===== src/rtl/regfile_sb.sv =====
// Register file with per-register busy scoreboard, two combinational read ports,
// one write port and an issue port. Define REGFILE_BYPASS_EN for write-to-read forwarding.
module regfile_sb #(
    parameter int WIDTH    = 16,
    parameter int DEPTH    = 8,
    parameter int AW       = $clog2(DEPTH),
    parameter int ZERO_REG = 0
) (
    input  logic                       clk,
    input  logic                       reset_n,
    input  logic [AW-1:0]              addrA,
    input  logic [AW-1:0]              addrB,
    output logic [WIDTH-1:0]           dataA,
    output logic [WIDTH-1:0]           dataB,
    output logic                       busyA,
    output logic                       busyB,
    input  logic                       we,
    input  logic [AW-1:0]              addrR,
    input  logic [WIDTH-1:0]           dataR,
    input  logic                       issue_valid,
    input  logic [AW-1:0]              issue_addr,
    output logic                       issue_ready,
    output logic [$clog2(DEPTH+1)-1:0] pending
);

    localparam int PW = $clog2(DEPTH+1);

    logic [WIDTH-1:0] regs [DEPTH];
    logic [DEPTH-1:0] busy;
    logic [DEPTH-1:0] busy_next;
    logic [PW-1:0]    pending_q;
    logic [PW-1:0]    pending_next;
    logic             issue_set;
    logic             write_eff;
    logic             write_clr;

    function automatic logic is_zero(input logic [AW-1:0] a);
        return (ZERO_REG != 0) && (a == '0);
    endfunction

    assign issue_ready = is_zero(issue_addr) || !busy[issue_addr];
    assign issue_set   = issue_valid && issue_ready && !is_zero(issue_addr);
    assign write_eff   = we && !is_zero(addrR);
    // A same-register issue wins over the write's clear, so that case never counts down.
    assign write_clr   = write_eff && busy[addrR] && !(issue_set && (issue_addr == addrR));

    always_comb begin
        busy_next = busy;
        if (write_eff) begin
            busy_next[addrR] = 1'b0;
        end
        if (issue_set) begin
            busy_next[issue_addr] = 1'b1;
        end
    end

    always_comb begin
        pending_next = pending_q;
        case ({issue_set, write_clr})
            2'b10:   pending_next = pending_q + PW'(1);
            2'b01:   pending_next = pending_q - PW'(1);
            default: pending_next = pending_q;
        endcase
    end

    always_ff @(posedge clk or negedge reset_n) begin
        if (!reset_n) begin
            for (int i = 0; i < DEPTH; i++) begin
                regs[i] <= '0;
            end
            busy      <= '0;
            pending_q <= '0;
        end else begin
            if (write_eff) begin
                regs[addrR] <= dataR;
            end
            busy      <= busy_next;
            pending_q <= pending_next;
        end
    end

    assign pending = pending_q;

    always_comb begin
        dataA = regs[addrA];
        busyA = busy[addrA];
        if (is_zero(addrA)) begin
            dataA = '0;
            busyA = 1'b0;
        end
`ifdef REGFILE_BYPASS_EN
        else if (write_eff && (addrR == addrA)) begin
            dataA = dataR;
            busyA = 1'b0;
        end
`endif
    end

    always_comb begin
        dataB = regs[addrB];
        busyB = busy[addrB];
        if (is_zero(addrB)) begin
            dataB = '0;
            busyB = 1'b0;
        end
`ifdef REGFILE_BYPASS_EN
        else if (write_eff && (addrR == addrB)) begin
            dataB = dataR;
            busyB = 1'b0;
        end
`endif
    end

endmodule

===== config.mk =====
export PLATFORM = sky130hd
export DESIGN_NAME = regfile_sb
export DESIGN_NICKNAME = d
export VERILOG_FILES = /design/src/rtl/regfile_sb.sv
export SDC_FILE = /design/constraint.sdc
export NUM_CORES = 1
export LEC_CHECK = 0
export BUFFER_PORTS_ARGS = -buffer_cell sky130_fd_sc_hd__buf_2
export CAP_MARGIN = 25
export CORE_MARGIN = 2
export CORE_UTILIZATION = 35
export CTS_BUF_LIST = sky130_fd_sc_hd__clkbuf_8
export DETAILED_ROUTE_END_ITERATION = 10
export GPL_TIMING_DRIVEN = 0
export PLACE_DENSITY = 0.56
export SKIP_LAST_GASP = 1
export SLEW_MARGIN = 10
export SYNTH_ARGS = -nofsm -noshare
export SYNTH_HDL_FRONTEND = slang
export SYNTH_SLANG_ARGS = --single-unit

===== constraint.sdc =====
create_clock -name clk -period 4.8 [get_ports clk]
set_input_delay 0.24 -clock clk [delete_from_list [all_inputs] [get_ports clk]]
set_output_delay 0.24 -clock clk [all_outputs]
set_load 0.02 [all_outputs]

; Word-level counts from Yosys, hierarchy flattened
; Index checks and enable logic that the tools add are counted.
; Widths: inputs -> output; s select.
[classes]
addsub = 2
magnitude_cmp = 10
eq_ne = 3
muxes = 24
bitwise_logic = 6
n_reduce_logical = 10
[ops]
columns = op, n
row1 = $bwmux 128, 1
row2 = $bmux 16 s3, 2
row3 = $mux 16, 5
row4 = $demux 16 s3, 1
row5 = $lt 3x4->1 const B, 4
row6 = $mux 8, 2
row7 = $bmux 1 s3, 4
row8 = $ge 4x4->1 const B, 3
row9 = $not 3->4, 3
row10 = $and 8x8->8, 1
row11 = $not 8->8, 1
row12 = $or 8x8->8, 1
row13 = $pmux 4 s2, 1
row14 = $logic_and 1x1->1, 7
row15 = $demux 1 s3, 2
row16 = $ge 3x1->1 const B, 2
row17 = $mux 1, 6
row18 = $add 4x1->4 const B, 1
row19 = $lt 4x1->1 const B, 1
row20 = $sub 4x1->4 const B, 1
row21 = $eq 3x3->1, 1
row22 = $eq 2x1->1 const B, 1
row23 = $eq 2x2->1 const B, 1
row24 = $logic_not 1->1, 2
row25 = $reduce_bool 2->1, 1
[word_totals]
register_bits = 140
in_bits = 32

; Depth between registers and ports, before layout
; Gate-level depths: netlist of the first run.
[depth]
depth_word = 9
ltp_mapped = 12

; Worst setup path before layout of the first run
; No wires, ideal clock.
[synth_path]
kind = input port to flip-flop
start = in issue_addr[0]
end = reg pending_q[3] (netlist: pending[3])
setup_ps = 90
arrival_ps = 2860
required_time_ps = 4710
path_slack_ps = 1850
cell_stages = 11
path_cell_list = clkbuf_1 > mux2_2 > a221oi_2 > nand3_1 > nand3_1 > inv_1 > ha_1 > a21o_1 > a21oi_1 > or4b_2 > o2111ai_1
[synth_between]
elab_chain_len = 9
[synth_lines]
columns = element, line_no
row1 = start: declaration, 21  ; input logic [AW-1:0] issue_addr,
row2 = $bmux 1 s3, 41  ; assign issue_ready = is_zero(issue_addr) || !busy[issue_addr];
row3 = $mux 1 (implied by the code), 41
row4 = $logic_not 1->1, 41
row5 = $logic_and 1x1->1, 42  ; assign issue_set = issue_valid && issue_ready && !is_zero(issue_addr);
row6 = $logic_and 1x1->1, 45  ; assign write_clr = write_eff && busy[addrR] && !(issue_set && (issue_addr == addrR));
row7 = $logic_not 1->1, 45
row8 = $logic_and 1x1->1, 45
row9 = $eq 2x1->1 or $eq 2x2->1 (tied branches), 59  ; case ({issue_set, write_clr})
row10 = $pmux 4 s2 or $reduce_bool 2->1 (tied branches), -
row11 = end signal: assignment, 78  ; pending_q <= pending_next;
row12 = end: declaration, 31  ; logic [PW-1:0] pending_q;
; Several ways; a longest one is shown, not always the timed one. The select of a mux whose other input is x is not followed.
; A chain may end at the register's enable or synchronous reset.

; Final worst setup path of the first run
[layout_path]
start = reg busy[5]
end = reg pending_q[3] (netlist: pending[3])
[layout_between]
elab_chain_len = 9
[layout_lines]
columns = element, line_no
row1 = start: declaration, 29  ; logic [DEPTH-1:0] busy;
row2 = start signal: assignment, 77  ; busy <= busy_next;
row3 = $bmux 1 s3, 41
row4 = $mux 1 (implied by the code), 41
row5 = $logic_not 1->1, 41
row6 = $logic_and 1x1->1, 42
row7 = $logic_and 1x1->1, 45
row8 = $logic_not 1->1, 45
row9 = $logic_and 1x1->1, 45
row10 = $eq 2x1->1 or $eq 2x2->1 (tied branches), 59
row11 = $pmux 4 s2 or $reduce_bool 2->1 (tied branches), -
; Several ways; a longest one is shown, not always the timed one. The select of a mux whose other input is x is not followed.

==> results.md, run 1 <==
Outcome:
- The run finished with clean final reports.

Finish:
- Measured on the finished design, the core utilization comes to 0.409.
- The fraction of final layout cells sized beyond drive strength 1 is 0.597.
- From synthesis to final layout, the design area changed by 15.9%.
- The antenna diode count is 0.
- Summing all non-filler instances in the final layout gives an area of 0.00884 mm².
- The filler cells instantiated in the layout total 2003.
- After the last flow step, the layout net total stands at 595.

Detailed routing:
- The via count is about 4700.
- Wires add up to approximately 20000 µm.
- In this run the remaining antenna-violating nets after routing total 0.
- The detail-routed net length per standard cell is about 24 µm.
- The number of iterations in the first detailed-routing pass is 4.
- The initial DRC count is about 230.
- After detailed routing, the number of remaining DRC violations is 0.
- The average vias per placed instance is 5.56.

Synth:
- The post-synthesis cell type with the largest combined area is sky130_fd_sc_hd__dfrtp_1.
- Sorting the synthesized cells by area gives the leading types as sky130_fd_sc_hd__dfrtp_1, sky130_fd_sc_hd__mux2_2, sky130_fd_sc_hd__mux4_2.
- Each instance of the synthesized netlist takes up on average approximately 16 µm².
- After synthesis, the share of flip-flops with an asynchronous set or reset is 1.00.
- Synthesis instantiated 41 different standard cells from the library.
- In the synthesized netlist, the number of instances is 481.
- The number of warning messages in the yosys log is 0.
- Among all flip-flop cells after synthesis, the most frequent one is sky130_fd_sc_hd__dfrtp_1.
- The number of synthesized register bits is 140.
- Of the synthesized area, sequential elements account for 0.459.
- Counting flops with a built-in enable in the synthesized netlist gives 0.
- Synthesis produced a netlist with a net count of around 520.
- The synthesized netlist occupies a cell area of roughly 0.0076 mm².
- The top-area cell type share of the netlist area is 0.459.

Clock tree:
- For the worst-skew pair, the clock arrives at the later sink with an insertion delay of between 0.4 and 0.5 ns.
- Clock-pin slew was measured on the worst setup and hold paths at about 0.070 ns.
- For this design, the sink count on the clock tree is 140.
- The clock tree from TritonCTS is built.
- The tree is rooted in a sky130_fd_sc_hd__clkbuf_8.
- The post-cts repair resize count is 0.
- The number of buffers inserted during clock tree synthesis is 17.
- The number of setup buffers added after CTS is 0.
- The buffer levels on the longest clock path is 2.
- The maximum level of the CTS H-tree is 4.

Worst setup path:
- The flop-to-flop setup slack is roughly 1.6 ns.
- The required time at the endpoint of the critical path is 5.14 ns.
- STA classifies the critical path startpoint as a flip-flop.
- The most used cell along the critical path is sky130_fd_sc_hd__nand3_1.
- STA classifies the critical path endpoint as a flip-flop.
- The worst-path maximum fanout is 6.
- The slowest stage of the critical path belongs to the cell sky130_fd_sc_hd__or4b_2.
- The worst setup path is of the flip-flop to flip-flop kind.
- The largest single stage delay on the critical path is just over 0.6 ns.
- Traced cell by cell, the critical path runs through mux2_2 -> a221oi_2 -> nand3_1 -> nand3_1 -> inv_1 -> ha_1 -> a21o_1 -> a21oi_1 -> or4b_2 -> o2111ai_1.
- The category of cells accounting for the largest share of critical-path delay is simple AND/OR/NAND/NOR gates.
- STA puts the critical path data arrival time at about 3.6 ns.
- The count of buffering cells on the critical path with inverters included is 1.

Die:
- The floorplan has between 50 and 60 rows.
- Measured along the x axis, the die boundary spans between 150 and 200 µm.
- For this configuration, the core starts out at a cell density of 0.353.
- The die footprint is around 0.023 mm².
- The total area inside the core boundary comes to approximately 0.022 mm².
- From bottom edge to top edge, the die measures 152 µm.
- In this run the count of I/O pins placed on the die edge is between 70 and 80.

STA:
- The final hold slack is roughly 0.13 ns.
- The transition time at the pin with the least slew margin is roughly 1.1 ns.
- The routed design could run at a clock period as short as ~3.2 ns.
- Setup repair after global routing left no endpoint under its margin.
- The highest clock rate is just over 0.3 GHz.
- The clock skew after layout is around 0.0060 ns.
- Setup violations remaining at the end of the flow were counted as 0.
- In the finished design, the share of the clock period the worst path needs comes to 0.669.
- The total count of max-transition violations in the final report is 0.
- The total negative setup slack is 0 ns.
- The total count of hold-check failures in the final report is 0.
- Headroom to the max-slew limit came out at 0.289.

Global route:
- Entering global routing, the biggest net connects 78 pins.
- In the global route stage, overall resource usage came out at 0.185.
- The total congestion overflow is 0.
- The first global-routing pass estimated approximately 30000 µm of wire.
- The number of antenna violations at the first check in global routing is 0.
- The via count of the first global-routing pass is 5162.

Pwr:
- The leakage dissipation is 0.00365 µW.
- The areal power density over the cells is between 400 and 500 mW/mm².
- The worst-case vdd ir drop is ~0.00020 V.

Flow run:
- The tool flagged a number of max-cap violations equal to 0.

Worst hold path:
- The class of the worst hold path is input pin to flip-flop.

Placement:
- The weighted congestion reported at the end of routability-driven placement is 0.752.
- In this run the cell area measured after placement is between 0.008 and 0.009 mm².
- The number of buffer cells added on primary ports is 57.
- Detailed placement ended at an HPWL of 13400 µm.
[timing repair]
item / in CTS / in global routing
endpoints found under the setup margin: 0 / 0
hold endpoints to repair: 63 / 0
hold buffers: 1 / 0
[stage by stage]
stage               instances  setup slack (ns)  total power [µW]
floorplan                 481              1.85              2490
global placement          818              1.51              2770
detailed placement        820              1.39              2850
CTS                       853              1.61              4080
global route              853              1.37              4250
finish                    853              1.59              4040
[Yosys cell counts, types with 2 or more instances]
cell                       instances
sky130_fd_sc_hd__mux4_2           69
sky130_fd_sc_hd__mux2_1            7
sky130_fd_sc_hd__and2_1            3
sky130_fd_sc_hd__a32o_1            5
sky130_fd_sc_hd__xor2_1            3
sky130_fd_sc_hd__nor2b_1           5
sky130_fd_sc_hd__inv_1            10
sky130_fd_sc_hd__mux2_2          161
sky130_fd_sc_hd__a21o_1            2
sky130_fd_sc_hd__nand3_1           6
sky130_fd_sc_hd__xnor2_1           2
sky130_fd_sc_hd__nand2_1           6
sky130_fd_sc_hd__buf_1             2
sky130_fd_sc_hd__clkbuf_1         21
sky130_fd_sc_hd__dfrtp_1         140
sky130_fd_sc_hd__buf_2            13
sky130_fd_sc_hd__ha_1              2
[layout by cell type (no fill, tap or decap), types with 2 or more instances in the layout]
cell,Yosys,final
sky130_fd_sc_hd__nand2_1,6,6
sky130_fd_sc_hd__xnor2_1,2,2
sky130_fd_sc_hd__clkbuf_8,0,20
sky130_fd_sc_hd__ha_1,2,2
sky130_fd_sc_hd__and2_1,3,3
sky130_fd_sc_hd__clkbuf_1,21,21
sky130_fd_sc_hd__buf_1,2,2
sky130_fd_sc_hd__inv_1,10,11
sky130_fd_sc_hd__mux2_2,161,161
sky130_fd_sc_hd__dfrtp_1,140,140
sky130_fd_sc_hd__nand3_1,6,6
sky130_fd_sc_hd__buf_2,13,69
sky130_fd_sc_hd__bufinv_16,0,7
sky130_fd_sc_hd__buf_6,1,3
sky130_fd_sc_hd__a21o_1,2,2
sky130_fd_sc_hd__a32o_1,5,5
sky130_fd_sc_hd__mux4_2,69,69
sky130_fd_sc_hd__nor2b_1,5,5
sky130_fd_sc_hd__clkinv_2,0,2
sky130_fd_sc_hd__mux2_1,7,7
sky130_fd_sc_hd__xor2_1,3,3
[cell type report]
type / instances / area, µm² / share of cell area
clock buffers: 20 / 275 / 0.0311
multi-input cells: 294 / 3930 / 0.444
repair buffers: 60 / 340 / 0.0385
plain buffers: 37 / 163 / 0.0184
inverters: 10 / 37.5 / 0.00425
clock inverters: 12 / 240 / 0.0272
flip-flops and latches: 140 / 3500 / 0.396
well taps: 280 / 350 / 0.0396
[report_power, final]
group	internal (µW)	total [µW]	leakage (µW)	switching, µW
clock	763	1220	0.000260	457
combinational	646	1160	0.00171	509
sequential	1450	1660	0.00168	209
total	2860	4040	0.00365	1180
[kinds of logic after synthesis]
| group | Yosys count | synth area share |
|---|---|---|
| AO/OA/AOI/OAI | 17 | 0.0213 |
| XOR/XNOR | 5 | 0.00574 |
| adder cells (fa/ha/maj) | 3 | 0.00591 |
| buffers and inverters | 47 | 0.0263 |
| flip-flops | 140 | 0.459 |
| multiplexers | 240 | 0.458 |
| AND/OR/NAND/NOR | 29 | 0.0233 |
[state kept, by name, summed over array words and instances, names as in the netlist]
name	cells
busy	8
regs	128
pending	4
[routing by layer]
metal  global-route usage  part of all wire  wire, µm  vias up
met3               0.0380             0.050      1020       22
li1                     -                 -         -     2035
met5                    0                 0         0        -
met2                0.310              0.51     10300      132
met1                0.243              0.43      8670     2552
met4               0.0569             0.016       325        0
[final timing paths]
path | end | from | cells past startpoint
worst max register to register | pending[3] | busy[5] | 10
worst min register to register | regs[110] | regs[110] | 1
max in group asynchronous | regs[10] | reset_n | 3
worst min-delay path | regs[110] | dataR[14] | 2
worst max-delay path | pending[3] | busy[5] | 10
min in group asynchronous | regs[16] | reset_n | 2
No activity file was read; power rests on OpenSTA's default activity.
==> run 2: changes to the inputs <==
--- a/config.mk
+++ b/config.mk
@@ -12,7 +12,7 @@
 export CTS_BUF_LIST = sky130_fd_sc_hd__clkbuf_8
 export DETAILED_ROUTE_END_ITERATION = 10
 export GPL_TIMING_DRIVEN = 0
-export PLACE_DENSITY = 0.56
+export PLACE_DENSITY = 0.58
 export SKIP_LAST_GASP = 1
 export SLEW_MARGIN = 10
 export SYNTH_ARGS = -nofsm -noshare
==> constraint.sdc (replaced) <==
create_clock -name clk -period 2.9 [get_ports clk]
set_input_delay 0.145 -clock clk [delete_from_list [all_inputs] [get_ports clk]]
set_output_delay 0.145 -clock clk [all_outputs]
set_load 0.02 [all_outputs]
==> results.md, run 2 (same netlist as run 1, synthesis figures left out) <==
Worst setup path:
- The cell with the largest stage delay on the worst path was sky130_fd_sc_hd__mux4_2 (was sky130_fd_sc_hd__or4b_2).
- The required time at the endpoint of the critical path is 3.26 ns (was 5.14 ns).
- The class of the most critical setup path is flip-flop to flip-flop (unchanged).
- The critical path launch point is busy[7] (was busy[5]).
- The longest individual stage delay on the worst path is 0.51 ns (was 0.62 ns).
- The arrival time of the worst setup path is 3.07 ns (was 3.56 ns).
- The flop-to-flop setup slack was 0.19 ns (was 1.59 ns).
- Cell-by-cell trace of the critical path: mux2_4 -> mux4_2 -> nand3_2 -> inv_1 -> ha_1 -> a21o_1 -> a21oi_2 -> or4b_4 -> o2111ai_2 (was mux2_2 -> a221oi_2 -> nand3_1 -> nand3_1 -> inv_1 -> ha_1 -> a21o_1 -> a21oi_1 -> or4b_2 -> o2111ai_1).
- The startpoint of the lowest-slack register-to-register path is busy[7] (was busy[5]).
- The launching element type of the critical path is a flip-flop (unchanged).
- The worst-path maximum fanout is 5 (was 6).
- The type of element capturing the critical path is a flip-flop (unchanged).

STA:
- The count of final setup violators is 0 (unchanged).
- The post-route clock period utilization is 0.935 (was 0.669).
- The highest clock rate is 0.369 GHz (was 0.311 GHz).
- The total count of hold-check failures in the final report is 0 (unchanged).
- The total negative setup slack is 0 ns (unchanged).
- The total count of max-transition violations in the final report came to 0 (unchanged).
- The transition time at the pin with the least slew margin is 1.02 ns (was 1.06 ns).
- The worst-case headroom to the max-slew limit was 0.322 (was 0.289).
- The post-route minimum period is 2.71 ns (was 3.21 ns).
- The final hold slack is 0.0248 ns (was 0.128 ns).
- RSZ-0062 raised after global routing: no (unchanged).
- The clock skew after layout is 0.00666 ns (was 0.00597 ns).

Finish:
- The number of nets in the layout is 606 (was 595).
- The core occupancy in the finished layout is 0.411 (was 0.409).
- The most common library cell in the layout ignoring fill and taps is sky130_fd_sc_hd__mux2_2 (unchanged).
- The number of flip-flops under the largest register name was 128 (unchanged).
- The fraction of final layout cells sized beyond drive strength 1 came to 0.612 (was 0.597).
- The register with the most flip-flops was regs (unchanged).
- The antenna diode count was 0 (unchanged).
- The finished layout cell area is 0.00889 mm² (was 0.00884 mm²).
- Top library cells by usage in the layout, fill and taps aside: sky130_fd_sc_hd__mux2_2, sky130_fd_sc_hd__dfrtp_1, sky130_fd_sc_hd__buf_2, sky130_fd_sc_hd__mux4_2, sky130_fd_sc_hd__clkbuf_1 (unchanged).
- The filler cell count in the final layout is 1995 (was 2003).
- The signed area change from the synthesized netlist to the final layout was 16.6% (was 15.9%).

Placement:
- The cell area reported after detailed placement came to 0.00830 mm² (was 0.00831 mm²).
- The weighted congestion reported at the end of routability-driven placement came to 0.816 (was 0.752).
- The number of buffer cells added on primary ports is 57 (unchanged).
- The sum of net half-perimeters after detailed placement is 13300 µm (was 13400 µm).

Global route:
- The global-route wire length before repair is 30600 µm (was 30700 µm).
- The total congestion overflow came to 0 (unchanged).
- The number of antenna violations at the first check in global routing is 1 (was 0).
- The total routing resource utilization after global routing was 0.183 (was 0.185).
- The via count of the first global-routing pass was 5116 (was 5162).
- The largest net degree at the start of global routing came to 75 (was 78).

Detailed routing:
- The number of remaining DRC errors was 0 (unchanged).
- The average vias per placed instance is 5.55 (was 5.56).
- The number of iterations in the first detailed-routing pass was 4 (unchanged).
- The overall routed net length was 20100 µm (was 20300 µm).
- The initial DRC count came to 291 (was 226).
- The via count was 4788 (was 4741).
- The detail-routed net length per standard cell is 23.3 µm (was 23.8 µm).
- The number of nets still failing antenna checks after routing was 0 (unchanged).

Outcome:
- Outcome: finished, final reports clean (unchanged).

Clock tree:
- The clock tree from TritonCTS is built (unchanged).
- The maximum level of the CTS H-tree is 4 (unchanged).
- The clock root buffer master is sky130_fd_sc_hd__clkbuf_8 (unchanged).
- The count of clock tree sinks is 140 (unchanged).
- The buffer levels on the longest clock path came to 2 (unchanged).
- The clock-pin slew of the registers on the worst-case setup and hold paths came to 0.08 ns (was 0.07 ns).
- The later-pin clock latency in the skew report is 0.45 ns (was 0.43 ns).
- The number of buffers inserted during clock tree synthesis is 17 (unchanged).

Die:
- The number of top-level design ports is 71 (unchanged).
- The die width is 152 µm (unchanged).
- The floorplan die height is 152 µm (unchanged).
- The initial core utilization is 0.353 (unchanged).
- The die footprint came to 0.0230 mm² (unchanged).
- The core area was 0.0216 mm² (unchanged).
- The standard-cell row count came to 54 (unchanged).

Flow run:
- The number of maximum-capacitance constraint violations is 0 (unchanged).

Worst hold path:
- The launch point of the worst hold path is dataR[13] (was dataR[14]).
- The class of the worst hold path is input pin to flip-flop (unchanged).

Pwr:
- The worst-case vdd ir drop is 0.000311 V (was 0.000198 V).
- The power consumption is 6540 µW (was 4040 µW).
- The leakage dissipation was 0.00369 µW (was 0.00365 µW).
- The areal power density over the cells was 736 mW/mm² (was 457 mW/mm²).
[run 2: final timing paths]
check / endpoint / cells after the start
setup / recovery: pending[3] / 9
hold / removal: regs[109] / 2
setup reg to reg: pending[3] / 9
hold reg to reg: regs[108] / 1
max in group asynchronous: regs[22] / 3
min in group asynchronous: pending[0] / 2
[run 2: per-stage QoR]
stage	setup WS (ns)	std cells
2_1_floorplan	0.0449	481
3_3_place_gp	-0.251	818
3_5_place_dp	-0.325	819
4_1_cts	0.00357	858
5_1_grt	0.0912	863
6_report	0.190	863
[run 2: what timing repair did]
item	in CTS	in global routing
pin swaps	1	4
setup endpoints to repair	1	1
gates resized for setup	3	6
hold buffers	1	0
endpoints found under the hold margin	66	0
buffers inserted	7	5
[run 2: per-layer routing]
layer  wire length [µm]  up-vias  global-route usage
li1                   -     2052                   -
met4                317        2              0.0458
met5                 10        -                   0
met3                687       29              0.0356
met2              10100      123               0.309
met1               9000     2582               0.243
[run 2: critical path, delay by kind of cell (launching register included)]
kind | cells | cell delay (ns)
adder cells (fa/ha/maj) | 1 | 0.27
AND/OR/NAND/NOR | 2 | 0.58
flip-flops | 1 | 0.45
AO/OA/AOI/OAI | 3 | 0.46
buffers and inverters | 1 | 0.08
multiplexers | 2 | 0.79
[run 2: cell type report]
| cell class | count | area, µm² | share of cell area |
|---|---|---|---|
| multi-input cells | 294 | 3980 | 0.447 |
| flip-flops and latches | 140 | 3500 | 0.394 |
| repair buffers | 71 | 419 | 0.0471 |
| well taps | 280 | 350 | 0.0394 |
| clock buffers | 20 | 275 | 0.0310 |
| clock inverters | 11 | 166 | 0.0187 |
| plain buffers | 37 | 163 | 0.0183 |
| inverters | 10 | 37.5 | 0.00422 |
[run 2: power breakdown]
part / total [µW] / internal [µW] / switching, µW / leakage [µW]
registers: 2740 / 2410 / 328 / 0.00168
clock network: 1760 / 1000 / 762 / 0.000222
logic: 2050 / 1140 / 900 / 0.00178
